**src/rtl/tlv5618_rx_pkg.sv**
```systemverilog
// Shared definitions for the TLV5618 serial-frame receiver.
//   state_t      : receiver FSM states
//   R_*          : frame control codes {D15, D12}
//   FRAME_BITS   : serial frame length
//   ctrl_code()  : extracts the control code from a received frame
package tlv5618_rx_pkg;

  localparam int unsigned FRAME_BITS = 16;
  localparam int unsigned DAC_W      = 12;
  localparam int unsigned CNT_W      = 4;

  typedef enum logic [1:0] {
    ST_IDLE  = 2'd0,
    ST_SHIFT = 2'd1,
    ST_HOLD  = 2'd2
  } state_t;

  localparam logic [1:0] R_WR_A   = 2'b10;
  localparam logic [1:0] R_WR_B   = 2'b00;
  localparam logic [1:0] R_WR_BUF = 2'b01;
  localparam logic [1:0] R_RSVD   = 2'b11;

  // Control code lives in bits D15 (R1) and D12 (R0).
  function automatic logic [1:0] ctrl_code(input logic [FRAME_BITS-1:0] frame);
    return {frame[15], frame[12]};
  endfunction

endpackage

```
**src/rtl/tlv5618_rx_sync_edge.sv**
```systemverilog
// Multi-stage synchroniser with an extra history register for edge detection.
//   clk, rst : system clock, synchronous active-high reset
//   din      : asynchronous input
//   level    : synchronised level (registered)
//   rise_c   : combinational one-cycle pulse on a synchronised rise
//   fall_c   : combinational one-cycle pulse on a synchronised fall
module sync_edge #(
  parameter int unsigned STAGES  = 2,
  parameter logic        RST_VAL = 1'b0
) (
  input  logic clk,
  input  logic rst,
  input  logic din,
  output logic level,
  output logic rise_c,
  output logic fall_c
);

  logic [STAGES-1:0] chain;
  logic              hist;

  // Reset value preloads the whole chain so no false edge follows reset.
  always_ff @(posedge clk) begin
    if (rst) begin
      chain <= {STAGES{RST_VAL}};
      hist  <= RST_VAL;
    end else begin
      chain <= {chain[STAGES-2:0], din};
      hist  <= chain[STAGES-1];
    end
  end

  assign level  = chain[STAGES-1];
  assign rise_c = chain[STAGES-1] & ~hist;
  assign fall_c = ~chain[STAGES-1] & hist;

endmodule

```
**src/rtl/tlv5618_rx.sv**
```systemverilog
// TLV5618-style serial DAC frame receiver.
//   sys_clk, sys_rst : system clock, synchronous active-high reset
//   cs               : frame select (active low, asynchronous)
//   dac_clk          : serial clock, data sampled on falling edge
//   series_dac_in    : serial data, MSB first
//   dac_a, dac_b     : latched DAC codes
//   dbl_buf          : double-buffer contents
//   spd, pwr         : D14 / D13 of the last accepted frame
//   frame_word       : raw last accepted frame
//   frame_valid      : one-cycle pulse on an accepted frame
//   frame_err        : one-cycle pulse on abort or reserved code
module tlv5618_rx
  import tlv5618_rx_pkg::*;
#(
  parameter int unsigned SYNC_STAGES = 2
) (
  input  logic        sys_clk,
  input  logic        sys_rst,
  input  logic        cs,
  input  logic        dac_clk,
  input  logic        series_dac_in,
  output logic [11:0] dac_a,
  output logic [11:0] dac_b,
  output logic [11:0] dbl_buf,
  output logic        spd,
  output logic        pwr,
  output logic [15:0] frame_word,
  output logic        frame_valid,
  output logic        frame_err
);

  logic cs_level, cs_rise, cs_fall;
  logic clk_level, clk_rise, clk_fall;
  logic din, din_rise, din_fall;

  sync_edge #(.STAGES(SYNC_STAGES), .RST_VAL(1'b1)) u_sync_cs (
    .clk(sys_clk), .rst(sys_rst), .din(cs),
    .level(cs_level), .rise_c(cs_rise), .fall_c(cs_fall)
  );

  sync_edge #(.STAGES(SYNC_STAGES), .RST_VAL(1'b0)) u_sync_clk (
    .clk(sys_clk), .rst(sys_rst), .din(dac_clk),
    .level(clk_level), .rise_c(clk_rise), .fall_c(clk_fall)
  );

  sync_edge #(.STAGES(SYNC_STAGES), .RST_VAL(1'b0)) u_sync_dat (
    .clk(sys_clk), .rst(sys_rst), .din(series_dac_in),
    .level(din), .rise_c(din_rise), .fall_c(din_fall)
  );

  logic unused_sync;
  assign unused_sync = ^{cs_level, clk_level, clk_rise, din_rise, din_fall};

  state_t                  state, state_d;
  logic [CNT_W-1:0]        cnt, cnt_d;
  logic [FRAME_BITS-1:0]   shreg, shreg_d;
  // Set for the one cycle after the 16th shift; the 4-bit counter has wrapped.
  logic                    pend, pend_d;
  logic [DAC_W-1:0]        dac_a_d, dac_b_d, dbl_buf_d;
  logic                    spd_d, pwr_d, valid_d, err_d;
  logic [FRAME_BITS-1:0]   word_d;

  // State and output registers.
  always_ff @(posedge sys_clk) begin
    if (sys_rst) begin
      state       <= ST_IDLE;
      cnt         <= '0;
      shreg       <= '0;
      pend        <= 1'b0;
      dac_a       <= '0;
      dac_b       <= '0;
      dbl_buf     <= '0;
      spd         <= 1'b0;
      pwr         <= 1'b0;
      frame_word  <= '0;
      frame_valid <= 1'b0;
      frame_err   <= 1'b0;
    end else begin
      state       <= state_d;
      cnt         <= cnt_d;
      shreg       <= shreg_d;
      pend        <= pend_d;
      dac_a       <= dac_a_d;
      dac_b       <= dac_b_d;
      dbl_buf     <= dbl_buf_d;
      spd         <= spd_d;
      pwr         <= pwr_d;
      frame_word  <= word_d;
      frame_valid <= valid_d;
      frame_err   <= err_d;
    end
  end

  // Next-state, shift and decode logic.
  always_comb begin
    state_d   = state;
    cnt_d     = cnt;
    shreg_d   = shreg;
    pend_d    = 1'b0;
    dac_a_d   = dac_a;
    dac_b_d   = dac_b;
    dbl_buf_d = dbl_buf;
    spd_d     = spd;
    pwr_d     = pwr;
    word_d    = frame_word;
    valid_d   = 1'b0;
    err_d     = 1'b0;

    unique case (state)
      ST_IDLE: begin
        if (cs_fall) begin
          state_d = ST_SHIFT;
          cnt_d   = '0;
          shreg_d = '0;
        end
      end

      ST_SHIFT: begin
        if (pend) begin
          // Full frame in shreg: decode it this cycle.
          unique case (ctrl_code(shreg))
            R_WR_A: begin
              dac_a_d = shreg[DAC_W-1:0];
              dac_b_d = dbl_buf;
              valid_d = 1'b1;
            end
            R_WR_B: begin
              dac_b_d   = shreg[DAC_W-1:0];
              dbl_buf_d = shreg[DAC_W-1:0];
              valid_d   = 1'b1;
            end
            R_WR_BUF: begin
              dbl_buf_d = shreg[DAC_W-1:0];
              valid_d   = 1'b1;
            end
            R_RSVD: begin
              err_d = 1'b1;
            end
          endcase
          if (valid_d) begin
            spd_d  = shreg[14];
            pwr_d  = shreg[13];
            word_d = shreg;
          end
          state_d = cs_rise ? ST_IDLE : ST_HOLD;
        end else if (cs_rise) begin
          // cs rise wins over a coincident dac_clk fall.
          err_d   = 1'b1;
          state_d = ST_IDLE;
        end else if (clk_fall) begin
          shreg_d = {shreg[FRAME_BITS-2:0], din};
          cnt_d   = cnt + CNT_W'(1);
          pend_d  = (cnt == CNT_W'(FRAME_BITS - 1));
        end
      end

      ST_HOLD: begin
        if (cs_rise) begin
          state_d = ST_IDLE;
        end
      end

      default: state_d = ST_IDLE;
    endcase
  end

endmodule

```
**config.mk**
```make
export PLATFORM = sky130hd
export DESIGN_NAME = tlv5618_rx
export DESIGN_NICKNAME = d
export VERILOG_FILES = /design/src/rtl/tlv5618_rx_pkg.sv /design/src/rtl/tlv5618_rx_sync_edge.sv /design/src/rtl/tlv5618_rx.sv
export SDC_FILE = /design/constraint.sdc
export NUM_CORES = 1
export LEC_CHECK = 0
export CORE_MARGIN = 1.5
export CORE_UTILIZATION = 40
export CTS_CLUSTER_DIAMETER = 120
export DETAILED_ROUTE_END_ITERATION = 10
export GPL_ROUTABILITY_DRIVEN = 1
export PLACE_DENSITY = 0.67
export SYNTH_ARGS = -nofsm -noshare
export SYNTH_HDL_FRONTEND = slang
export SYNTH_HIERARCHICAL = 1
export SYNTH_SLANG_ARGS = --single-unit
```
**constraint.sdc**
```tcl
create_clock -name sys_clk -period 1.35 [get_ports sys_clk]
set_input_delay 0.27 -clock sys_clk [delete_from_list [all_inputs] [get_ports sys_clk]]
set_output_delay 0.27 -clock sys_clk [all_outputs]
set_load 0.01 [all_outputs]
```
== Yosys cells after proc, flatten, opt, wreduce, memory -nomap -nowiden ==
Index checks and enable logic that the tools add are counted.

* Input bits: 5
* Output and inout port bits: 56
* Bits in registers: 87
* Logic and storage cells: 73

* Add/sub/neg operators: 1
* Reduce and logical (&&, ||, !) cells: 14
* Bitwise gates (word level): 9
* Muxes and demuxes: 22
* Equal/unequal tests: 10

{| class="wikitable"
|+ Operators with widths
! cell !! number
|-
| 16-bit 2-to-1 mux || 4
|-
| 16-bit case mux with 2 select lines || 1
|-
| 12-bit case mux with 2 select lines || 1
|-
| 4-bit 2-to-1 mux || 4
|-
| 3-bit AND reduction || 4
|-
| 2-bit 2-to-1 mux || 4
|-
| 2-bit inequality test, second input constant || 4
|-
| 4-bit case mux with 2 select lines || 1
|-
| 2-bit equality test, second input constant || 3
|-
| 1-bit 2-to-1 mux || 6
|-
| 1-bit NOT || 6
|-
| 2-bit case mux with 3 select lines || 1
|-
| 3-bit OR reduction || 2
|-
| 5-bit AND reduction || 1
|-
| 5-bit OR reduction || 1
|-
| 4-bit by 1-bit adder with 4-bit output, second input constant || 1
|-
| 2-bit by 1-bit equality test with 1-bit output, second input constant || 2
|-
| 4-bit equality test, second input constant || 1
|-
| 2-bit zero test || 2
|-
| 2-bit nonzero test || 2
|-
| 2-bit OR reduction || 2
|-
| 1-bit AND || 3
|}

== Longest topological paths before layout ==
Gate-level depths: netlist (run 1).

* Depth after elaboration: 6
* Mapped depth: 6

== Hierarchy ==
Netlist (run 1), hierarchy kept.

{| class="wikitable"
|+ By module, submodules not included
! module !! seq. area each (um2) !! cells each !! times used !! area each (um2)
|-
| tlv5618_rx || 1541.5 || 301 || 1 || 2867.8
|-
| sync_edge (u_sync_clk ...) || 60.1 || 8 || 2 || 91.3
|-
| sync_edge (u_sync_cs) || 60.1 || 8 || 1 || 92.6
|}

== Worst setup path before layout (run 1) ==
OpenSTA, ideal clock, no wires.

* Kind: register to register
* From: reg u_sync_cs.chain[1]
* To: reg shreg[12]
* Arrival time: 1.382 ns
* Stages on the path, launching flop included: 6
* Buffers on the path: 1
* Data required time: 1.291 ns
* Period minus slack after synthesis: 1.441 ns
* Slack: -0.091 ns
* Cell sequence: dfxtp_1 -> nor2b_1 -> nor3b_2 -> a211oi_4 -> buf_4 -> a22o_1

* Elaborated cells between the ends (all ways): 6

{| class="wikitable"
|+ RTL lines
! what !! line !! RTL
|-
| start: declaration || tlv5618_rx_sync_edge.sv:19 || <nowiki>logic [STAGES-1:0] chain;</nowiki>
|-
| start signal: assignment || tlv5618_rx_sync_edge.sv:25 || <nowiki>chain <= {STAGES{RST_VAL}};</nowiki>
|-
| start signal: assignment || tlv5618_rx_sync_edge.sv:28 || <nowiki>chain <= {chain[STAGES-2:0], din};</nowiki>
|-
| 1-bit AND || tlv5618_rx_sync_edge.sv:34 || <nowiki>assign rise_c = chain[STAGES-1] & ~hist;</nowiki>
|-
| via cs_rise || tlv5618_rx.sv:32 || <nowiki>logic cs_level, cs_rise, cs_fall;</nowiki>
|-
| 2-bit inequality test (no source line) || -- ||
|-
| 5-bit AND reduction (no source line) || -- ||
|-
| end signal: assignment || tlv5618_rx.sv:81 || <nowiki>shreg <= shreg_d;</nowiki>
|-
| end: declaration || tlv5618_rx.sv:56 || <nowiki>logic [FRAME_BITS-1:0] shreg, shreg_d;</nowiki>
|}

The timed path passes the listed nets, and every way through them passes these cells.
A chain may end at the register's enable or synchronous reset.

== Final worst setup path (run 1) ==
* From: reg u_sync_clk.hist
* To: reg cnt[3]

* Cells in the longest elaborated chain, start to end: 3

{| class="wikitable"
|+ Ends and longest elaborated chain
! what !! line !! RTL
|-
| start: declaration || tlv5618_rx_sync_edge.sv:20 || <nowiki>logic hist;</nowiki>
|-
| start signal: assignment || tlv5618_rx_sync_edge.sv:29 || <nowiki>hist <= chain[STAGES-1];</nowiki>
|-
| 1-bit AND || tlv5618_rx_sync_edge.sv:35 || <nowiki>assign fall_c = ~chain[STAGES-1] & hist;</nowiki>
|-
| via clk_fall || tlv5618_rx.sv:33 || <nowiki>logic clk_level, clk_rise, clk_fall;</nowiki>
|-
| 2-bit inequality test (no source line) || -- ||
|-
| 5-bit AND reduction (no source line) || -- ||
|-
| end signal: assignment || tlv5618_rx.sv:80 || <nowiki>cnt <= cnt_d;</nowiki>
|-
| end: declaration || tlv5618_rx.sv:55 || <nowiki>logic [CNT_W-1:0] cnt, cnt_d;</nowiki>
|}

The timed path passes the listed nets, and every way through them passes these cells.

==> metrics list, run 1 <==
- For this run the aggregate overflow at the end of global routing stands at 0.
- The tool flagged a number of max-cap violations equal to 0.
* Synthesized netlist cell count: 320
- In the final layout, the multi-input gates occupy 1310 um^2.
- Initial antenna violation count: 0
- Final core occ: 0.566
- Cell row count: 31
* IR drop worst, VDD: 0.000454 V
- Req. time, crit path: 1.59 ns
- Sum of routed wire length over all layers: 7510 um
- The count of final max-slew check failures was 0.
- During placement, the flow inserted port buffers numbering 60.
* Drt drc: 0
- Power share of the combinational group: 0.029
- Remaining antenna violation count: 0
- Number of design-rule violations left by the first detailed-router iteration: 142
- Run status: finished with violations
- Setup repair after global routing could not meet its margin everywhere.
- Across the whole layout, storage elements account for 1710 um^2.
- Largest fanout on the critical path: 3
* Fin. Hold Viols: 0
- Final Non-Filler Cells: 493
- Cell area after layout: 4170 um^2
- # clock sinks: 85
- Arrival time worst endpoint: 1.60 ns
- The die is 91.0 um tall.
* # placed instances: 475
- STA classifies the critical path endpoint as a flop.
- The die covers 8280 um^2.
- The H-tree was split into 3 levels.
- For the pin with the worst max-slew slack, the measured transition is 0.283 ns.
- Dividing the detail-routed via count by the number of cells gives 5.29.
* Register-to-Register Setup Slack: -0.002 ns
- Mean area per synthesized cell: 9.68 um^2
- Timing would allow up to 0.740 GHz.
- Of the cells placed in the final design, the portion with a size suffix greater than 1 is 0.165.
- The net count of the finished layout is 395.
- Hold repair after CTS inserted 0 buffers.
- Between clock sinks in the finished design, the worst skew comes to 0.0115 ns.
* Final total power: 4.37 mW
- Measured along the x axis, the die boundary spans 91.0 um.
* Initial core utilization: 0.420
- Pre-Repair DR Iteration Count: 4
* Power per standard cell area: 1050 nW/um^2
- WHS: 0.271 ns
- Synthesis produced a netlist with a net count of 326.
- Of the total power, the share spent switching nets is 0.239.
* Fin worst setup slack: -0.00188 ns
* Design internal power: 3.33 mW
- The routed layout has 2,606 vias.
- Area post-placement: 3980 um^2
- Counting the fill cells in the layout gives 700.
- Final setup TNS: -0.00188 ns
- Relative max-transition margin: 0.811
- Once detailed placement completed, the half-perimeter wirelength came to 5050 um.
* Overall Global Routing Usage: 0.182
- The final reports fail on negative setup slack.
- From synthesis to final layout, the design area changed by 34.6%.
- Total inserted antenna cells: 0
* Final critical path time including I/O delays and setup: 1.35 ns
- No sink is reached through more buffers than the 2 on the longest clock path.
* Clock edge transition at the registers on the reported setup and hold paths: 0.09 ns
- Sequential group share of total power: 0.577
- Via count of the first global-routing pass: 2,296
- Post-route fraction of the period consumed by the critical path: 1.00
- CTS tree: yes
- Clock insertion delay at the later pin of the skew report: 0.36 ns
* TritonCTS buffer count: 9
- I/O pins: 61
* Setup Slack @ Placement: -0.0449 ns
- Routability congestion estimate: 0.791
- STA classifies the critical path startpoint as a flop.
- Routed len/inst: 15.2 um
- Largest net degree at the start of global routing: 50
- Of the total power, the clock network draws 0.394.
- Yosys printed 6 warnings.
- The worst setup path is of the reg2reg kind.
* Switch Pwr: 1.05 mW
* Static leakage: 1.75 nW
- Setup violations remaining at the end of the flow were counted as 1.
- Wire length of the first global-routing pass: 11,900 um
- Cell area after synthesis: 3100 um^2
- Clock tree synthesis selected as its root buffer the cell sky130_fd_sc_hd__clkbuf_8.
- Core region area: 7370 um^2
- Class of the tightest hold or removal check: in2reg
cells in the final DEF (no fill, tap or decap), types with 2 or more instances in the layout:
master,instances
sky130_fd_sc_hd__dfxtp_1,79
sky130_fd_sc_hd__dlygate4sd2_1,56
sky130_fd_sc_hd__nand2_1,39
sky130_fd_sc_hd__a22o_1,31
sky130_fd_sc_hd__a21oi_1,26
sky130_fd_sc_hd__o21ai_0,23
sky130_fd_sc_hd__buf_4,19
sky130_fd_sc_hd__nor2_1,17
sky130_fd_sc_hd__nand3_1,12
sky130_fd_sc_hd__clkbuf_8,10
sky130_fd_sc_hd__a311oi_1,9
sky130_fd_sc_hd__nor2b_1,7
sky130_fd_sc_hd__buf_12,7
sky130_fd_sc_hd__nor3_1,5
sky130_fd_sc_hd__dfxtp_2,5
sky130_fd_sc_hd__a311oi_2,3
sky130_fd_sc_hd__clkdlybuf4s50_1,3
sky130_fd_sc_hd__or2_1,3
sky130_fd_sc_hd__o21ai_1,2
sky130_fd_sc_hd__nor2b_4,2
sky130_fd_sc_hd__nor3b_4,2
sky130_fd_sc_hd__and4_1,2
sky130_fd_sc_hd__a31oi_1,2
sky130_fd_sc_hd__clkinv_4,2
sky130_fd_sc_hd__inv_6,2
layout make-up:
| class | count | share of cell area |
|---|---|---|
| inverter | 1 | 0.000900 |
| sequential | 85 | 0.411 |
| multi-input combinational | 205 | 0.313 |
| tap | 99 | 0.0297 |
| timing repair buffer | 87 | 0.200 |
| clock buffer | 10 | 0.0330 |
| clock inverter | 6 | 0.0129 |
flip-flops by register name (all words and copies together) (netlist names):
name and cells:
dbl_buf 12, dac_b 12, u_sync_clk/chain 2, shreg 16, u_sync_cs/hist 1, u_sync_cs/chain 2
u_sync_clk/hist 1, u_sync_dat/chain 2, pend 1, cnt 4, frame_err 1, dac_a 12
frame_word 16, frame_valid 1, state 2
routing by layer:
| layer | vias up | global-route usage | share of wire |
|---|---|---|---|
| met4 | 0 | 0.0781 | 0.017 |
| met3 | 10 | 0.0327 | 0.061 |
| met2 | 82 | 0.252 | 0.43 |
| met5 | - | 0 | 0 |
| li1 | 1287 | - | - |
| met1 | 1227 | 0.274 | 0.49 |
worst max-delay path, cell delays in order, from the launching register on:
cell                      delay [ns]
sky130_fd_sc_hd__dfxtp_1        0.30
sky130_fd_sc_hd__nor2b_2        0.14
sky130_fd_sc_hd__nor3b_4        0.16
sky130_fd_sc_hd__buf_4          0.14
sky130_fd_sc_hd__buf_4          0.12
sky130_fd_sc_hd__and4_1         0.16
sky130_fd_sc_hd__a211o_1        0.22
path summary, 6_finish.rpt:
kind | from | endpoint | depth (start not counted)
max | u_sync_clk/hist | cnt[3] | 6
min | sys_rst | cnt[2] | 2
min reg2reg | u_sync_cs/chain[0] | u_sync_cs/chain[1] | 1
max reg2reg | u_sync_clk/hist | cnt[3] | 6
power groups by stage:
| stage | clock (mW) | combinational, mW | sequential, mW |
|---|---|---|---|
| after global routing | 1.87 | 0.137 | 2.53 |
| after global placement | 0 | 0.122 | 2.58 |
| after floorplan | 0 | 0.0731 | 2.58 |
| after CTS | 1.74 | 0.125 | 2.52 |
| after detailed placement | 0 | 0.123 | 2.58 |
| final | 1.72 | 0.126 | 2.52 |
repair_timing:
item / 4_1_cts / 5_1_grt
buffers inserted: 2 / 0
pin swaps: 3 / 9
gates cloned: 0 / 1
setup endpoints to repair: 97 / 60
gates resized for setup: 61 / 10
hold endpoints to repair: 0 / 0
Note: power is estimated with default switching activity, not from simulation.
==> inputs of run 2 (changes only) <==
--- a/config.mk
+++ b/config.mk
@@ -8,6 +8,7 @@
 export CORE_MARGIN = 1.5
 export CORE_UTILIZATION = 40
 export CTS_CLUSTER_DIAMETER = 120
+export CTS_CLUSTER_SIZE = 16
 export DETAILED_ROUTE_END_ITERATION = 10
 export GPL_ROUTABILITY_DRIVEN = 1
 export PLACE_DENSITY = 0.67
==> results of run 2 <==
Same layout as run 1: the final DEF is identical, and so are final timing and power.
